<file path="config.mk">
export PLATFORM = sky130hd
export DESIGN_NAME = x25519_ladder_seq
export DESIGN_NICKNAME = d
export VERILOG_FILES = /design/src/rtl/x25519_pkg.sv /design/src/rtl/x25519_ladder_seq.sv
export SDC_FILE = /design/constraint.sdc
export NUM_CORES = 1
export LEC_CHECK = 0
export CORE_ASPECT_RATIO = 0.6
export CORE_MARGIN = 10
export CORE_UTILIZATION = 55
export CTS_CLUSTER_SIZE = 25
export DETAILED_ROUTE_END_ITERATION = 10
export DONT_BUFFER_PORTS = 1
export PLACE_DENSITY = 0.7
export SYNTH_ARGS = -nofsm -noshare
export SYNTH_HDL_FRONTEND = slang
export SYNTH_SLANG_ARGS = --single-unit
</file>
<file path="constraint.sdc">
create_clock -name clk -period 3.6 [get_ports clk]
set_input_delay 0.54 -clock clk [delete_from_list [all_inputs] [get_ports clk]]
set_output_delay 0.54 -clock clk [all_outputs]
set_load 0.02 [all_outputs]
</file>
<file path="src/rtl/x25519_pkg.sv">
// Shared definitions for the X25519 ladder sequencer: ALU opcodes, FSM states,
// the coordinate register map and the per-bit ladder microcode.
package x25519_pkg;

  typedef enum logic [2:0] {
    OP_INIT   = 3'd0,
    OP_ADD    = 3'd1,
    OP_SUB    = 3'd2,
    OP_MUL    = 3'd3,
    OP_MULA24 = 3'd4,
    OP_CSWAP  = 3'd5,
    OP_INV    = 3'd6
  } alu_op_e;

  typedef enum logic [2:0] {
    S_IDLE, S_INIT, S_LADDER, S_FSWAP, S_INV, S_FMUL, S_DONE
  } state_e;

  localparam logic [3:0] R_X1 = 4'd0;
  localparam logic [3:0] R_X2 = 4'd1;
  localparam logic [3:0] R_Z2 = 4'd2;
  localparam logic [3:0] R_X3 = 4'd3;
  localparam logic [3:0] R_Z3 = 4'd4;
  localparam logic [3:0] R_T0 = 4'd5;
  localparam logic [3:0] R_T1 = 4'd6;
  localparam logic [3:0] R_T2 = 4'd7;
  localparam logic [3:0] R_T3 = 4'd8;
  localparam logic [3:0] R_T4 = 4'd9;
  localparam logic [3:0] R_T5 = 4'd10;
  localparam logic [3:0] R_T6 = 4'd11;

  localparam int STEP_OPS = 18;

  typedef struct packed {
    alu_op_e    op;
    logic [3:0] dst;
    logic [3:0] src_a;
    logic [3:0] src_b;
  } uop_t;

  // One differential add-and-double step; unused source fields are 0.
  localparam uop_t LADDER_ROM [STEP_OPS] = '{
    '{OP_ADD,    R_T0, R_X2, R_Z2},
    '{OP_MUL,    R_T1, R_T0, R_T0},
    '{OP_SUB,    R_T2, R_X2, R_Z2},
    '{OP_MUL,    R_T3, R_T2, R_T2},
    '{OP_SUB,    R_T4, R_T1, R_T3},
    '{OP_ADD,    R_T5, R_X3, R_Z3},
    '{OP_SUB,    R_T6, R_X3, R_Z3},
    '{OP_MUL,    R_T6, R_T6, R_T0},
    '{OP_MUL,    R_T5, R_T5, R_T2},
    '{OP_ADD,    R_T0, R_T6, R_T5},
    '{OP_MUL,    R_X3, R_T0, R_T0},
    '{OP_SUB,    R_T0, R_T6, R_T5},
    '{OP_MUL,    R_T0, R_T0, R_T0},
    '{OP_MUL,    R_Z3, R_X1, R_T0},
    '{OP_MUL,    R_X2, R_T1, R_T3},
    '{OP_MULA24, R_T0, R_T4, 4'd0},
    '{OP_ADD,    R_T0, R_T1, R_T0},
    '{OP_MUL,    R_Z2, R_T4, R_T0}
  };

endpackage

</file>
<file path="src/rtl/x25519_ladder_seq.sv">
// Montgomery-ladder sequencer: streams a constant-time field-op sequence to an external ALU.
// Build option X25519_CLAMP_EN clamps the latched scalar (decodeScalar25519).
module x25519_ladder_seq
  import x25519_pkg::*;
#(
  parameter int BIT_LENGTH = 256,
  parameter int REG_W      = 4
) (
  input  logic                  clk,
  input  logic                  rst,
  input  logic                  start,
  input  logic [BIT_LENGTH-1:0] scalar,
  output logic                  busy,
  output logic                  done,
  output logic                  alu_req,
  output logic [2:0]            alu_op,
  output logic [REG_W-1:0]      alu_dst,
  output logic [REG_W-1:0]      alu_src_a,
  output logic [REG_W-1:0]      alu_src_b,
  output logic                  alu_swap,
  input  logic                  alu_ack
);

  localparam int TW = $clog2(BIT_LENGTH);

  state_e                  state;
  logic [BIT_LENGTH-1:0]   k;
  logic [BIT_LENGTH-1:0]   k_in;
  logic [TW-1:0]           t;
  logic                    swap_prev;
  logic                    swap_done;
  logic [4:0]              step;
  uop_t                    uop;
  alu_op_e                 nxt_op;
  logic [REG_W-1:0]        nxt_dst, nxt_a, nxt_b;
  logic                    nxt_swap;

`ifdef X25519_CLAMP_EN
  always_comb begin
    k_in                 = scalar;
    k_in[2:0]            = 3'b000;
    k_in[BIT_LENGTH-1]   = 1'b0;
    k_in[BIT_LENGTH-2]   = 1'b1;
  end
`else
  assign k_in = scalar;
`endif

  assign uop = LADDER_ROM[step];

  // Next command for the current state; a CSWAP opens every ladder bit.
  always_comb begin
    nxt_op   = OP_CSWAP;
    nxt_dst  = '0;
    nxt_a    = '0;
    nxt_b    = '0;
    nxt_swap = 1'b0;
    case (state)
      S_LADDER: begin
        if (!swap_done) begin
          nxt_swap = k[t] ^ swap_prev;
        end else begin
          nxt_op  = uop.op;
          nxt_dst = REG_W'(uop.dst);
          nxt_a   = REG_W'(uop.src_a);
          nxt_b   = REG_W'(uop.src_b);
        end
      end
      S_FSWAP: nxt_swap = swap_prev;
      S_INV: begin
        nxt_op  = OP_INV;
        nxt_dst = REG_W'(R_T0);
        nxt_a   = REG_W'(R_Z2);
      end
      S_FMUL: begin
        nxt_op  = OP_MUL;
        nxt_dst = REG_W'(R_X2);
        nxt_a   = REG_W'(R_X2);
        nxt_b   = REG_W'(R_T0);
      end
      default: ;
    endcase
  end

  // ALU handshake: alu_req and all command fields hold until alu_ack is sampled
  // high with alu_req; alu_req then drops for exactly one cycle before the next
  // command. alu_ack sampled while alu_req is low has no effect.
  always_ff @(posedge clk) begin
    if (rst) begin
      state     <= S_IDLE;
      busy      <= 1'b0;
      done      <= 1'b0;
      alu_req   <= 1'b0;
      alu_op    <= 3'd0;
      alu_dst   <= '0;
      alu_src_a <= '0;
      alu_src_b <= '0;
      alu_swap  <= 1'b0;
      k         <= '0;
      t         <= '0;
      swap_prev <= 1'b0;
      swap_done <= 1'b0;
      step      <= '0;
    end else if (alu_req) begin
      if (alu_ack) begin
        alu_req <= 1'b0;
        case (state)
          S_INIT: begin
            state     <= S_LADDER;
            swap_done <= 1'b0;
            step      <= '0;
          end
          S_LADDER: begin
            if (!swap_done) begin
              swap_done <= 1'b1;
              swap_prev <= k[t];
            end else if (step == 5'(STEP_OPS - 1)) begin
              swap_done <= 1'b0;
              step      <= '0;
              if (t == '0) state <= S_FSWAP;
              else         t     <= t - TW'(1);
            end else begin
              step <= step + 5'd1;
            end
          end
          S_FSWAP: state <= S_INV;
          S_INV:   state <= S_FMUL;
          S_FMUL: begin
            state <= S_DONE;
            busy  <= 1'b0;
            done  <= 1'b1;
          end
          default: state <= S_IDLE;
        endcase
      end
    end else begin
      case (state)
        S_IDLE: begin
          if (start) begin
            k         <= k_in;
            t         <= TW'(BIT_LENGTH - 1);
            swap_prev <= 1'b0;
            busy      <= 1'b1;
            state     <= S_INIT;
            alu_req   <= 1'b1;
            alu_op    <= OP_INIT;
            alu_dst   <= '0;
            alu_src_a <= '0;
            alu_src_b <= '0;
            alu_swap  <= 1'b0;
          end
        end
        S_DONE: begin
          done  <= 1'b0;
          state <= S_IDLE;
        end
        default: begin
          alu_req   <= 1'b1;
          alu_op    <= nxt_op;
          alu_dst   <= nxt_dst;
          alu_src_a <= nxt_a;
          alu_src_b <= nxt_b;
          alu_swap  <= nxt_swap;
        end
      endcase
    end
  end

endmodule

</file>
* Yosys cells after proc, flatten, opt, wreduce, memory -nomap -nowiden
Memory sizes are Yosys's and may differ from the RTL's.
Cells that the tools add are included.
** Cells by class
- Add/sub/neg operators :: 2
- Order comparisons :: 2
- Equal/unequal tests :: 20
- Multiplexer cells :: 62
- Bitwise operators :: 4
- Reduce and logical (&&, ||, !) cells :: 16
** Operator list (number)
- 2-to-1 mux 8 bit :: 8
- one-hot mux 4 bit (2 select lines) :: 4
- 2-to-1 mux 15 bit :: 2
- 2-to-1 mux 3 bit :: 8
- one-hot mux 4 bit (3 select lines) :: 2
- 2-to-1 mux 1 bit :: 22
- 2-to-1 mux 4 bit :: 4
- one-hot mux 3 bit (5 select lines) :: 1
- != test 3 bit (second input constant) :: 4
- one-hot mux 3 bit (2 select lines) :: 2
- AND reduction 3 bit :: 4
- 2-to-1 mux 5 bit :: 2
- != test 2 x 1 -> 1 bit (second input constant) :: 5
- one-hot mux 5 bit (2 select lines) :: 1
- equality test 3 bit (second input constant) :: 3
- < comparator 8 x 9 -> 1 bit (second input constant) :: 1
- one-hot mux 3 bit (3 select lines) :: 1
- binary-select mux 1 bit (select 8 bit) :: 1
- zero test 8 bit :: 1
- != test 2 bit (second input constant) :: 4
- one-hot mux 1 bit (2 select lines) :: 4
- AND reduction 4 bit :: 2
- nonzero test 2 bit :: 4
- subtractor 8 x 1 -> 8 bit (second input constant) :: 1
- 13 further kinds :: 15
** Storage, ports and cells
- Register bits :: 293
- ROM bits :: 480
- Input port bits :: 260
- Logic and storage cells :: 121
- Memories :: 1
** Memories
- (no name shown) :: words 32, width 15, rd ports 1, clocked after Yosys merged registers in 0, write ports 0, RTL line x25519_ladder_seq.sv:49 : assign uop = LADDER_ROM[step];

* Depth between registers and ports, before layout
Gate-level depths: netlist of run 1.
- Word-level depth :: 7
- Depth in mapped cells :: 13
- Gate-level depth less buffers :: 9

* Worst setup path after synthesis of run 1
OpenSTA, ideal clock, no wires.
- Kind :: register to register
- From :: register t[0]
- To :: register t[7]
- Library setup time :: 0.132 ns
- Arrival time :: 2.451 ns
- Slack :: 1.016 ns
- Stages on the path, launching flop included :: 14
- Path buffers :: 4
- Cell sequence :: dfxtp_1 -> buf_6 -> buf_12 -> buf_4 -> buf_2 -> inv_1 -> ha_1 -> a31oi_1 -> a21oi_1 -> nor2_1 -> nand3_1 -> nor4_1 -> xnor2_1 -> a21oi_1
** On the way
- Word-level cells in the longest chain between the ends :: 7
- Elaborated cells on any way between the ends :: 10
- Those cells by class :: 1 x add/sub; 1 x eq/ne; 6 x mux; 2 x reduce/logical
** RTL lines
- start: declaration :: RTL line x25519_ladder_seq.sv:29 : logic [TW-1:0] t;
- start signal: assignment :: RTL line x25519_ladder_seq.sv:121 : else t <= t - TW'(1);
- start signal: assignment :: RTL line x25519_ladder_seq.sv:141 : t <= TW'(BIT_LENGTH - 1);
- subtractor 8 x 1 -> 8 bit :: RTL line x25519_ladder_seq.sv:121
- 2-to-1 mux 8 bit :: RTL line x25519_ladder_seq.sv:120 : if (t == '0) state <= S_FSWAP;
- 2-to-1 mux 8 bit :: RTL line x25519_ladder_seq.sv:117 : end else if (step == 5'(STEP_OPS - 1)) begin
- 2-to-1 mux 8 bit :: RTL line x25519_ladder_seq.sv:114 : if (!swap_done) begin
- 2-to-1 mux 8 bit :: RTL line x25519_ladder_seq.sv:107 : case (state)
- 2-to-1 mux 8 bit :: RTL line x25519_ladder_seq.sv:105 : if (alu_ack) begin
- 2-to-1 mux 8 bit :: RTL line x25519_ladder_seq.sv:104 : end else if (alu_req) begin
Several ways; a longest one is shown, not always the timed one. The select of a mux whose other input is x is not followed.
A chain may end at the register's enable or synchronous reset.

* Worst setup path after layout of run 1
- From :: register t[0]
- To :: register alu_swap
** On the way
- Word-level cells in the longest chain between the ends :: 6
** RTL lines
- binary-select mux 1 bit (select 8 bit) :: RTL line x25519_ladder_seq.sv:61 : nxt_swap = k[t] ^ swap_prev;
- 2-to-1 mux 1 bit (implied by the code) :: RTL line x25519_ladder_seq.sv:61
- XOR 1 bit :: RTL line x25519_ladder_seq.sv:61
- 2-to-1 mux 1 bit :: RTL line x25519_ladder_seq.sv:60 : if (!swap_done) begin
- one-hot mux 1 bit (2 select lines) :: RTL line x25519_ladder_seq.sv:58 : case (state)
- one-hot mux 1 bit (2 select lines) :: RTL line x25519_ladder_seq.sv:137 : case (state)
- end signal: assignment :: RTL line x25519_ladder_seq.sv:163 : alu_swap <= nxt_swap;
- end: declaration :: RTL line x25519_ladder_seq.sv:20 : output logic alu_swap,
No other way between the ends. The select of a mux whose other input is x is not followed.

==> run metrics, run 1 <==
Synth Area per Inst=8.36 um2; Cell Int Power=5710 uW; Worst Min Path Start=rst; setup_tns=0 ns; RePlAce Congestion=0.869; number of flops mapped to enable cells by yosys=0; final hold viol count=0; post-DP HPWL=26.7 mm; VDD IR max=394 uV; hold crit path type=input port to register; GRT Residual Overflow=0; DR WL/cell=20.4 um; Sw Pwr=2250 uW; WP data arrival=3.53 ns; Die Y=140 um; max_cap viols=0; via density per instance=5.93; H-tree Lvls=1; number of CTS-inserted buffers=28; Yosys warnings=0; ys flop type=dfxtp_1; post-synth cell types=61; Core Area=23300 um2; Max Fclk=330 MHz; critical-path maximum fanout=25; Syn Nets=1842; Required @ worst endpoint=4.09 ns; largest net degree at the start of global routing=291; Lkg Pwr=0.00510 uW; final net count=1767; # DRC=0; Initial Util=0.563; max-slew violations=0; FF-to-FF Start=t[0]; routed vias=10800; Final min period=3.03 ns; clock slew at reported path FFs=0.07 ns; top cells by area, synth=dfxtp_1 45%, nand2_1 16%, a21oi_1 11%, mux4_2 8.6%, mux4_1 3.2%; post_cts resized=0; number of cells produced by synthesis=1569; worst hold stages=1; Root Buffer=clkbuf_16; post-route cell area=14100 um2; P per Cell Area=563 nW/um2; Clock Skew=0.0180 ns; worst rel slew slack=0.361; WS Path Type=register to register; sequential power share=0.469; placed cell area=13200 um2; R2R setup slack=0.57 ns; Std-Cell Rows=43; diode count=0; mapped cell area=13100 um2; Min-Delay Endpoint=busy; status=finished clean; Tcrit/Tclk final=0.842; DRT Wirelength=37.3 mm; chip width=219 um; Final setup viols=0; CP Cell Sequence=buf_12, mux4_1, mux4_2, nor3b_1, a41oi_1, o31ai_2, nor4b_2, mux2_4, o211ai_2; Post-Place Setup Slack=0.567 ns; DRT iter0 DRCs=1056; register area share after synthesis=0.447; clk_lat worst skew=0.57 ns; CP max stage delay=0.64 ns; vias in the first global route=10200; count leader, synth=nand2_1; slowest library cell on the worst path=dfxtp_4; Port Buffer Count=0; layout cell share with drive strength beyond 1=0.0839; CTS Buffer Depth=3; Clock power frac=0.368; CTS tree=yes; leading area contributor after synthesis=dfxtp_1; Worst Setup Start Kind=register; fraction of registers with async set/reset=0; global-route wire length before repair=57.4 mm; combinational power share=0.163; Ports=279; final worst slack=0.568 ns; CTS hold repair buffers=0; DR pass1 iterations=7; Synth Register Bits=293; worst reg-to-reg path cell count=9; initial antenna violation count=0; unrepaired setup endpoints after global routing=false; Net Sw Frac=0.282; crit path capture type=register; area grow syn2layout=7.75%; top cells by count, synth=557 x nand2_1, 295 x a21oi_1, 293 x dfxtp_1; Die ar.=30600 um2; Tot GR Track Use=0.231; worst r2r dst=alu_swap; buffer count from post-CTS setup fixing=0; Final ANT Viol Nets=0; Synth top area share=0.447; number of clock sinks=293; worst slew pin tran=0.959 ns
state kept, by name, summed over array words and instances (netlist names):
name,count
alu_op,3
alu_swap,1
alu_src_a,4
swap_done,1
alu_src_b,4
step,5
k,256
alu_dst,4
alu_req,1
busy,1
state,3
done,1
t,8
swap_prev,1
layout by cell type, fill, tap and decap left out, drive strengths merged, types with 4 or more instances in the layout:
cell type / instances
nand2: 557
a21oi: 295
dfxtp: 293
mux4: 66
nor2: 43
clkbuf: 42
buf: 22
mux2i: 17
o21ai: 17
ha: 13
nand3: 12
inv: 11
a31oi: 10
nor3: 8
nor2b: 8
nand2b: 8
a22oi: 7
xor2: 6
clkinv: 6
xnor2: 5
and3: 5
nand3b: 4
o31ai: 4
o211ai: 4
metal layers:
metal / wire length [um] / global-route usage / up-vias
li1: - / - / 5210
met1: 16800 / 0.331 / 5201
met2: 16400 / 0.342 / 387
met3: 3520 / 0.0660 / 44
met4: 550 / 0.0369 / 0
met5: 0 / 0 / -
final cells by class:
| class | instances | area (um2) |
|---|---|---|
| Tap cell | 315 | 394 |
| Fill cell | 2065 | 9160 |
| Clock inverter | 7 | 91.3 |
| Inverter | 11 | 41.3 |
| Clock buffer | 42 | 825 |
| Multi-Input combinational cell | 1138 | 6680 |
| Sequential cell | 293 | 5870 |
| Timing Repair Buffer | 22 | 240 |
worst max path at each step:
stage | slack, ns | startpoint | end | depth (start not counted)
floorplan | 1.02 | t[0] | t[7] | 13
detailed placement | 0.57 | t[0] | alu_swap | 9
finish | 0.57 | t[0] | alu_swap | 9
CTS | 0.53 | t[0] | alu_swap | 9
global route | 0.40 | t[0] | alu_swap | 9
global placement | 0.62 | t[0] | alu_swap | 9
logic make-up after synthesis:
family                   count (synthesis)  share of synthesized area
adder cells (fa/ha/maj)                 13                     0.0124
buffers and inverters                  138                     0.0458
multiplexers                            86                      0.134
flip-flops                             293                      0.447
XOR/XNOR                                11                    0.00734
AND/OR/NAND/NOR                        663                      0.203
AO/OA/AOI/OAI                          365                      0.151
power by group through the flow:
stage          combinational, uW  sequential, uW  clock [uW]
6_report                    1300            3730        2930
5_1_grt                     1430            3760        3110
4_1_cts                     1300            3730        2980
3_5_place_dp                1290            3800           0
3_3_place_gp                1270            3790           0
2_1_floorplan               1110            3660           0
worst max-delay path, delay by kind of cell, from the launching register on:
family	cells	cell delay [ns]
multiplexers	3	1.44
AND/OR/NAND/NOR	2	0.31
flip-flops	1	0.64
AO/OA/AOI/OAI	3	0.26
buffers and inverters	1	0.27
through the flow:
stage,utilization,cells,hold slack (ns),total power (uW)
floorplan,-,1569,0.432,4770
global placement,0.568,1779,0.435,5060
global route,0.607,1828,0.0526,8310
finish,0.607,1828,0.0793,7960
detailed placement,0.568,1779,0.441,5090
CTS,0.607,1828,0.0480,8010
Power figures use the tool's default switching activity.
==> run 2, diff against run 1 <==
==> constraint.sdc (replaced) <==
create_clock -name clk -period 2.8 [get_ports clk]
set_input_delay 0.42 -clock clk [delete_from_list [all_inputs] [get_ports clk]]
set_output_delay 0.42 -clock clk [all_outputs]
set_load 0.02 [all_outputs]
==> run 2 against run 1 <==
Design area up 18%. Combinational power up 72%. Sequential power up 27%. Die area unchanged. Power up 39%. Worst setup slack worse by 0.51 ns. Final cell count up 13%. Sequential cell count unchanged. Critical path depth up 1. Clock skew up 0.0024 ns. Utilization up 11 points.
==> run metrics, run 2 (synthesis results as in run 1) <==
clock slew at reported path FFs=0.07 ns (about the same); DRT Wirelength=41.5 mm (was 37.3 mm); Final min period=2.74 ns (was 3.03 ns); commonest non-fill, non-tap cells in the layout=557 x nand2_1, 295 x a21oi_1, 288 x dfxtp_1 (was 557 x nand2_1, 295 x a21oi_1, 290 x dfxtp_1); Ports=279 (unchanged); DR pass1 iterations=5 (was 7); commonest non-fill, non-tap cell in the layout=nand2_1 (unchanged); Largest register FFs=256 (unchanged); DRT iter0 DRCs=1347 (was 1056); # fillers=1792 (was 2065); CTS tree=yes (unchanged); Std-Cell Rows=43 (unchanged); final hold viol count=0 (unchanged); Final ANT Viol Nets=0 (unchanged); Core Area=23300 um2 (unchanged); DR WL/cell=20.1 um (was 20.4 um); Tot GR Track Use=0.260 (was 0.231); Required @ worst endpoint=3.29 ns (was 4.09 ns); register area=5880 um2 (was 5870 um2); hold crit path type=input port to register (unchanged); Max Fclk=365 MHz (was 330 MHz); routed vias=12000 (was 10800); FF-to-FF Start=t[0] (unchanged); worst r2r dst=alu_swap (unchanged); RePlAce Congestion=0.876 (was 0.869); Tot Pwr=11000 uW (was 7960 uW); chip width=219 um (unchanged); Post-Place Setup Slack=-0.0430 ns (was 0.567 ns); max_cap viols=0 (unchanged); Setup crit end=alu_swap (unchanged); clk_lat worst skew=0.57 ns (about the same); WP data arrival=3.23 ns (was 3.53 ns); Port Buffer Count=0 (unchanged); area grow syn2layout=26.8% (was 7.75%); # DRC=0 (unchanged); global-route wire length before repair=64.9 mm (was 57.4 mm); worst rel slew slack=0.609 (was 0.361); R2R setup slack=0.06 ns (was 0.57 ns); Die ar.=30600 um2 (unchanged); P per Cell Area=663 nW/um2 (was 563 nW/um2); layout cell share with drive strength beyond 1=0.0930 (was 0.0839); placed cell area=13400 um2 (was 13200 um2); Clock Skew=0.0204 ns (was 0.0180 ns); Largest Register=k (unchanged); Worst Setup Start Kind=register (unchanged); largest net degree at the start of global routing=176 (was 291); worst slew pin tran=0.578 ns (was 0.959 ns); post-DP HPWL=27.2 mm (was 26.7 mm); max-slew violations=0 (unchanged); worst setup path start=t[0] (unchanged); vias in the first global route=11800 (was 10200); CTS Buffer Depth=3 (unchanged); GRT Residual Overflow=0 (unchanged); dpl cells=1796 (was 1779); unrepaired setup endpoints after global routing=true (was false); WS Path Type=register to register (unchanged); final net count=2004 (was 1767); initial antenna violation count=1 (was 0); Final setup viols=0 (unchanged); H-tree Lvls=1 (unchanged); crit path capture type=register (unchanged); Tcrit/Tclk final=0.978 (was 0.842); worst reg-to-reg path cell count=10 (was 9); number of CTS-inserted buffers=27 (was 28); critical-path maximum fanout=10 (was 25); via density per instance=5.82 (was 5.93); Lkg Pwr=0.00655 uW (was 0.00510 uW); Root Buffer=clkbuf_16 (unchanged); biggest regs=k: 256 flops, t: 8 flops, step: 5 flops (unchanged); status=finished clean (unchanged); number of clock sinks=293 (unchanged); final cell count without fillers=2068 (was 1828); Multi-input gate area=6710 um2 (was 6680 um2); Die Y=140 um (unchanged); Initial Util=0.563 (unchanged); final worst slack=0.0625 ns (was 0.568 ns); VDD IR max=412 uV (was 394 uV); post-route cell area=16600 um2 (was 14100 um2)
## run 2: changes by cell type in the layout (fill, tap and decap cells not counted), moves of 3 or more
cell / delta
buf_4: +15
bufinv_16: +3
clkbuf_1: -5
clkinvlp_4: +3
dlygate4sd3_1: +218
## run 2: timing repair
| item | 4_1_cts | 5_1_grt |
|---|---|---|
| gates cloned | 1 | 0 |
| buffers inserted | 1 | 1 |
| resized for setup | 1 | 14 |
| endpoints found under the hold margin | 286 | 1 |
| hold buffers | 218 | 1 |
| pin swaps | 0 | 2 |
| setup endpoints to repair | 1 | 12 |
## run 2: area by class of cell
| class | count | share of cell area |
|---|---|---|
| timing repair buffer | 260 | 0.159 |
| antenna | 1 | 0.000150 |
| clock buffer | 37 | 0.0471 |
| clock inverter | 13 | 0.0114 |
| tap | 315 | 0.0237 |
| sequential | 293 | 0.353 |
| inverter | 11 | 0.00248 |
| multi-input combinational | 1138 | 0.403 |
## run 2: how the worst min path moves through the flow
| stage | startpoint | end | depth (start not counted) |
|---|---|---|---|
| finish | scalar[32] | k[32] | 2 |
| global route | scalar[109] | k[109] | 2 |
| CTS | scalar[103] | k[103] | 2 |
| detailed placement | k[19] | k[19] | 2 |
| global placement | k[204] | k[204] | 2 |
| floorplan | k[137] | k[137] | 2 |
## run 2: through the flow
step	hold WS, ns	setup TNS, ns	util
global route	0.000415	-0.0479	0.714
CTS	0.0000545	0	0.712
detailed placement	0.443	-0.0430	0.574
global placement	0.436	-0.0252	0.574
floorplan	0.432	0	-
finish	0.00966	0	0.715
## run 2: metal layers
layer  global-route usage  vias up  part of all wire
met5                    0        -                 0
met4               0.0513        0             0.017
met3               0.0619       59             0.090
met2                0.402      520              0.45
met1                0.363     5758              0.44
li1                     -     5694                 -
## run 2: where the power goes
group          switching (uW)  internal (uW)  total (uW)
combinational            1180           1060        2240
clock                    1710           2350        4060
sequential                248           4500        4750
## run 2: worst max-delay path, cell delays in order (launching register included)
cell and delay (ns):
dfxtp_4 0.40, buf_8 0.17, buf_4 0.16, mux4_1 0.31, and3b_1 0.15, a21oi_1 0.04, a41oi_1 0.51, o31ai_2 0.18
nor4b_4 0.34, mux2_4 0.34, o211ai_2 0.06
==> run 3, diff against run 2 <==
--- a/config.mk
+++ b/config.mk
@@ -5,13 +5,16 @@
 export SDC_FILE = /design/constraint.sdc
 export NUM_CORES = 1
 export LEC_CHECK = 0
+export CELL_PAD_IN_SITES_DETAIL_PLACEMENT = 1
+export CELL_PAD_IN_SITES_GLOBAL_PLACEMENT = 1
 export CORE_ASPECT_RATIO = 0.6
 export CORE_MARGIN = 10
-export CORE_UTILIZATION = 55
+export CORE_UTILIZATION = 50
 export CTS_CLUSTER_SIZE = 25
 export DETAILED_ROUTE_END_ITERATION = 10
 export DONT_BUFFER_PORTS = 1
-export PLACE_DENSITY = 0.7
+export HOLD_SLACK_MARGIN = 0.1
+export PLACE_DENSITY_LB_ADDON = 0.1
 export SYNTH_ARGS = -nofsm -noshare
 export SYNTH_HDL_FRONTEND = slang
 export SYNTH_SLANG_ARGS = --single-unit
==> constraint.sdc (replaced) <==
create_clock -name clk -period 3.3 [get_ports clk]
set_input_delay 0.495 -clock clk [delete_from_list [all_inputs] [get_ports clk]]
set_output_delay 0.495 -clock clk [all_outputs]
set_load 0.02 [all_outputs]
==> run 3 against run 2 <==
Combinational power down 17%. Non-clock buffer count is 22 lower. Largest power group unchanged. Die area increased by 8.8%. Largest cell class unchanged. Sequential cell count unchanged. Final cell count up 1.1%. The run now ends with setup timing left. Register-to-register slack lost 0.09 ns. Critical endpoint is now k[35]. Utilization fell by 6.8 points. Sequential share of layout area up 0.26 points. Clock power is 7.6% lower. Count of clock-buffer cells in the layout up 2. Wire length rose by 21%.
==> run metrics, run 3 (synthesis results as in run 1) <==
biggest regs=k: 256 flops, t: 8 flops, step: 5 flops (unchanged); Core Area=25600 um2 (was 23300 um2); unrepaired setup endpoints after global routing=false (was true); # DRC=0 (unchanged); DR pass1 iterations=5 (unchanged); DRT iter0 DRCs=1112 (was 1347); dpl cells=1816 (was 1796); worst r2r dst=k[35] (was alu_swap); status=finished, violations left (was finished clean); worst hold stages=2 (unchanged); global-route wire length before repair=77.7 mm (was 64.9 mm); worst slew pin tran=1.18 ns (was 0.578 ns); H-tree Lvls=1 (unchanged); Tcrit/Tclk final=1.01 (was 0.978); violated checks=setup timing; WS Path Type=register to register (unchanged); Die ar.=33300 um2 (was 30600 um2); final net count=1983 (was 2004); largest net degree at the start of global routing=258 (was 176); crit path capture type=register (unchanged); Max Fclk=301 MHz (was 365 MHz); Port Buffer Count=0 (unchanged); Required @ worst endpoint=3.79 ns (was 3.29 ns); max-slew violations=0 (unchanged); Min-Delay Endpoint=k[71] (was k[32]); Std-Cell Rows=45 (was 43); Final ANT Viol Nets=0 (unchanged); initial antenna violation count=8 (was 1); Worst Min Path Start=scalar[71] (was scalar[32]); Largest register FFs=256 (unchanged); commonest non-fill, non-tap cell in the layout=nand2_1 (unchanged); Largest Register=k (unchanged); DRT Wirelength=50.1 mm (was 41.5 mm); CTS Buffer Depth=3 (unchanged); critical-path maximum fanout=257 (was 10); GRT Residual Overflow=0 (unchanged); post-route cell area=16500 um2 (was 16600 um2); R2R setup slack=-0.03 ns (was 0.06 ns); DR WL/cell=24.0 um (was 20.1 um); hold crit path type=input port to register (unchanged); vias in the first global route=13300 (was 11800); Worst Setup Start Kind=register (unchanged); max_cap viols=0 (unchanged); Clock Skew=0.0141 ns (was 0.0204 ns); routed vias=12400 (was 12000); area grow syn2layout=25.9% (was 26.8%); clk_lat worst skew=0.56 ns (was 0.57 ns); Die Y=145 um (was 140 um); RePlAce Congestion=0.836 (was 0.876); chip width=229 um (was 219 um); FF-to-FF Start=state[0] (was t[0]); layout cell share with drive strength beyond 1=0.0803 (was 0.0930); VDD IR max=436 uV (was 412 uV); WP data arrival=3.81 ns (was 3.23 ns); Initial Util=0.513 (was 0.563); Ports=279 (unchanged); CTS tree=yes (unchanged); via density per instance=5.94 (was 5.82); final worst slack=-0.0260 ns (was 0.0625 ns); buffer count from post-CTS setup fixing=0 (was 1); commonest non-fill, non-tap cells in the layout=557 x nand2_1, 295 x a21oi_1, 289 x dfxtp_1 (was 557 x nand2_1, 295 x a21oi_1, 288 x dfxtp_1); Final setup viols=1 (was 0); P per Cell Area=585 nW/um2 (was 663 nW/um2); Tot GR Track Use=0.288 (was 0.260); post-DP HPWL=29.3 mm (was 27.2 mm); worst rel slew slack=0.210 (was 0.609); final hold viol count=0 (unchanged); Root Buffer=clkbuf_16 (unchanged); clock slew at reported path FFs=0.07 ns (about the same); number of CTS-inserted buffers=28 (was 27); Lkg Pwr=0.00636 uW (was 0.00655 uW); number of clock sinks=293 (unchanged); Final min period=3.33 ns (was 2.74 ns); worst reg-to-reg path cell count=6 (was 10); placed cell area=13200 um2 (was 13400 um2); final cell count without fillers=2091 (was 2068)
-- run 3: cell count changes in the layout (fill, tap and decap cells not counted), moves of 2 or more --
| cell | delta |
|---|---|
| buf_8 | -2 |
| clkbuf_16 | +3 |
| diode_2 | +6 |
| o32ai_1 | +2 |
| o32ai_2 | -2 |
| buf_4 | -13 |
| mux4_2 | -2 |
| mux4_1 | +2 |
| bufinv_16 | +2 |
| dlygate4sd3_1 | -3 |
| buf_12 | -3 |
-- run 3: per-stage QoR --
stage	util	worst slack (ns)	setup TNS (ns)	hold WS, ns	power [uW]
after floorplan	-	0.716	0	0.432	5200
after global placement	0.518	0.433	0	0.436	5540
after detailed placement	0.518	0.393	0	0.446	5600
after CTS	0.645	0.0177	0	0.100	9560
after global routing	0.646	0.00367	0	0.102	10000
final	0.646	-0.0260	-0.0260	0.102	9660
-- run 3: cell type report --
type                    count  area (um2)
diodes                      7        17.5
clock buffers              39         845
clock inverters            13         221
fillers                  2982        9040
inverters                  11        41.3
multi-input cells        1138        6680
flip-flops and latches    293        5880
well taps                 352         440
repair buffers            238        2390
-- run 3: worst max path at each step --
stage,depth (start not counted),startpoint,to
3_5_place_dp,9,t[0],alu_swap
5_1_grt,6,state[0],k[222]
6_report,6,state[0],k[35]
3_3_place_gp,9,t[0],alu_swap
2_1_floorplan,13,t[0],t[7]
4_1_cts,9,step[0],t[5]
-- run 3: timing repair --
item	in CTS	in global routing
gates resized for setup	0	3
setup endpoints to repair	0	4
endpoints found under the hold margin	285	1
hold buffers	215	1
-- run 3: layer usage --
layer	track usage	share of wire
met2	0.465	0.47
met3	0.0692	0.067
met1	0.373	0.43
met5	0	0.00022
met4	0.0903	0.029
-- run 3: power breakdown --
group          switching (uW)  internal [uW]
Clock                    1490           2260
Sequential                248           3820
Combinational            1050            803
Total                    2790           6880
-- run 3: worst max-delay path, cell delays in order, from the launching register on --
cell and delay [ns]:
dfxtp_1 0.49, nor2_1 0.46, and3_4 0.30, buf_12 0.63, nand2_1 0.20, a21oi_1 0.24, dlygate4sd3_1 0.61
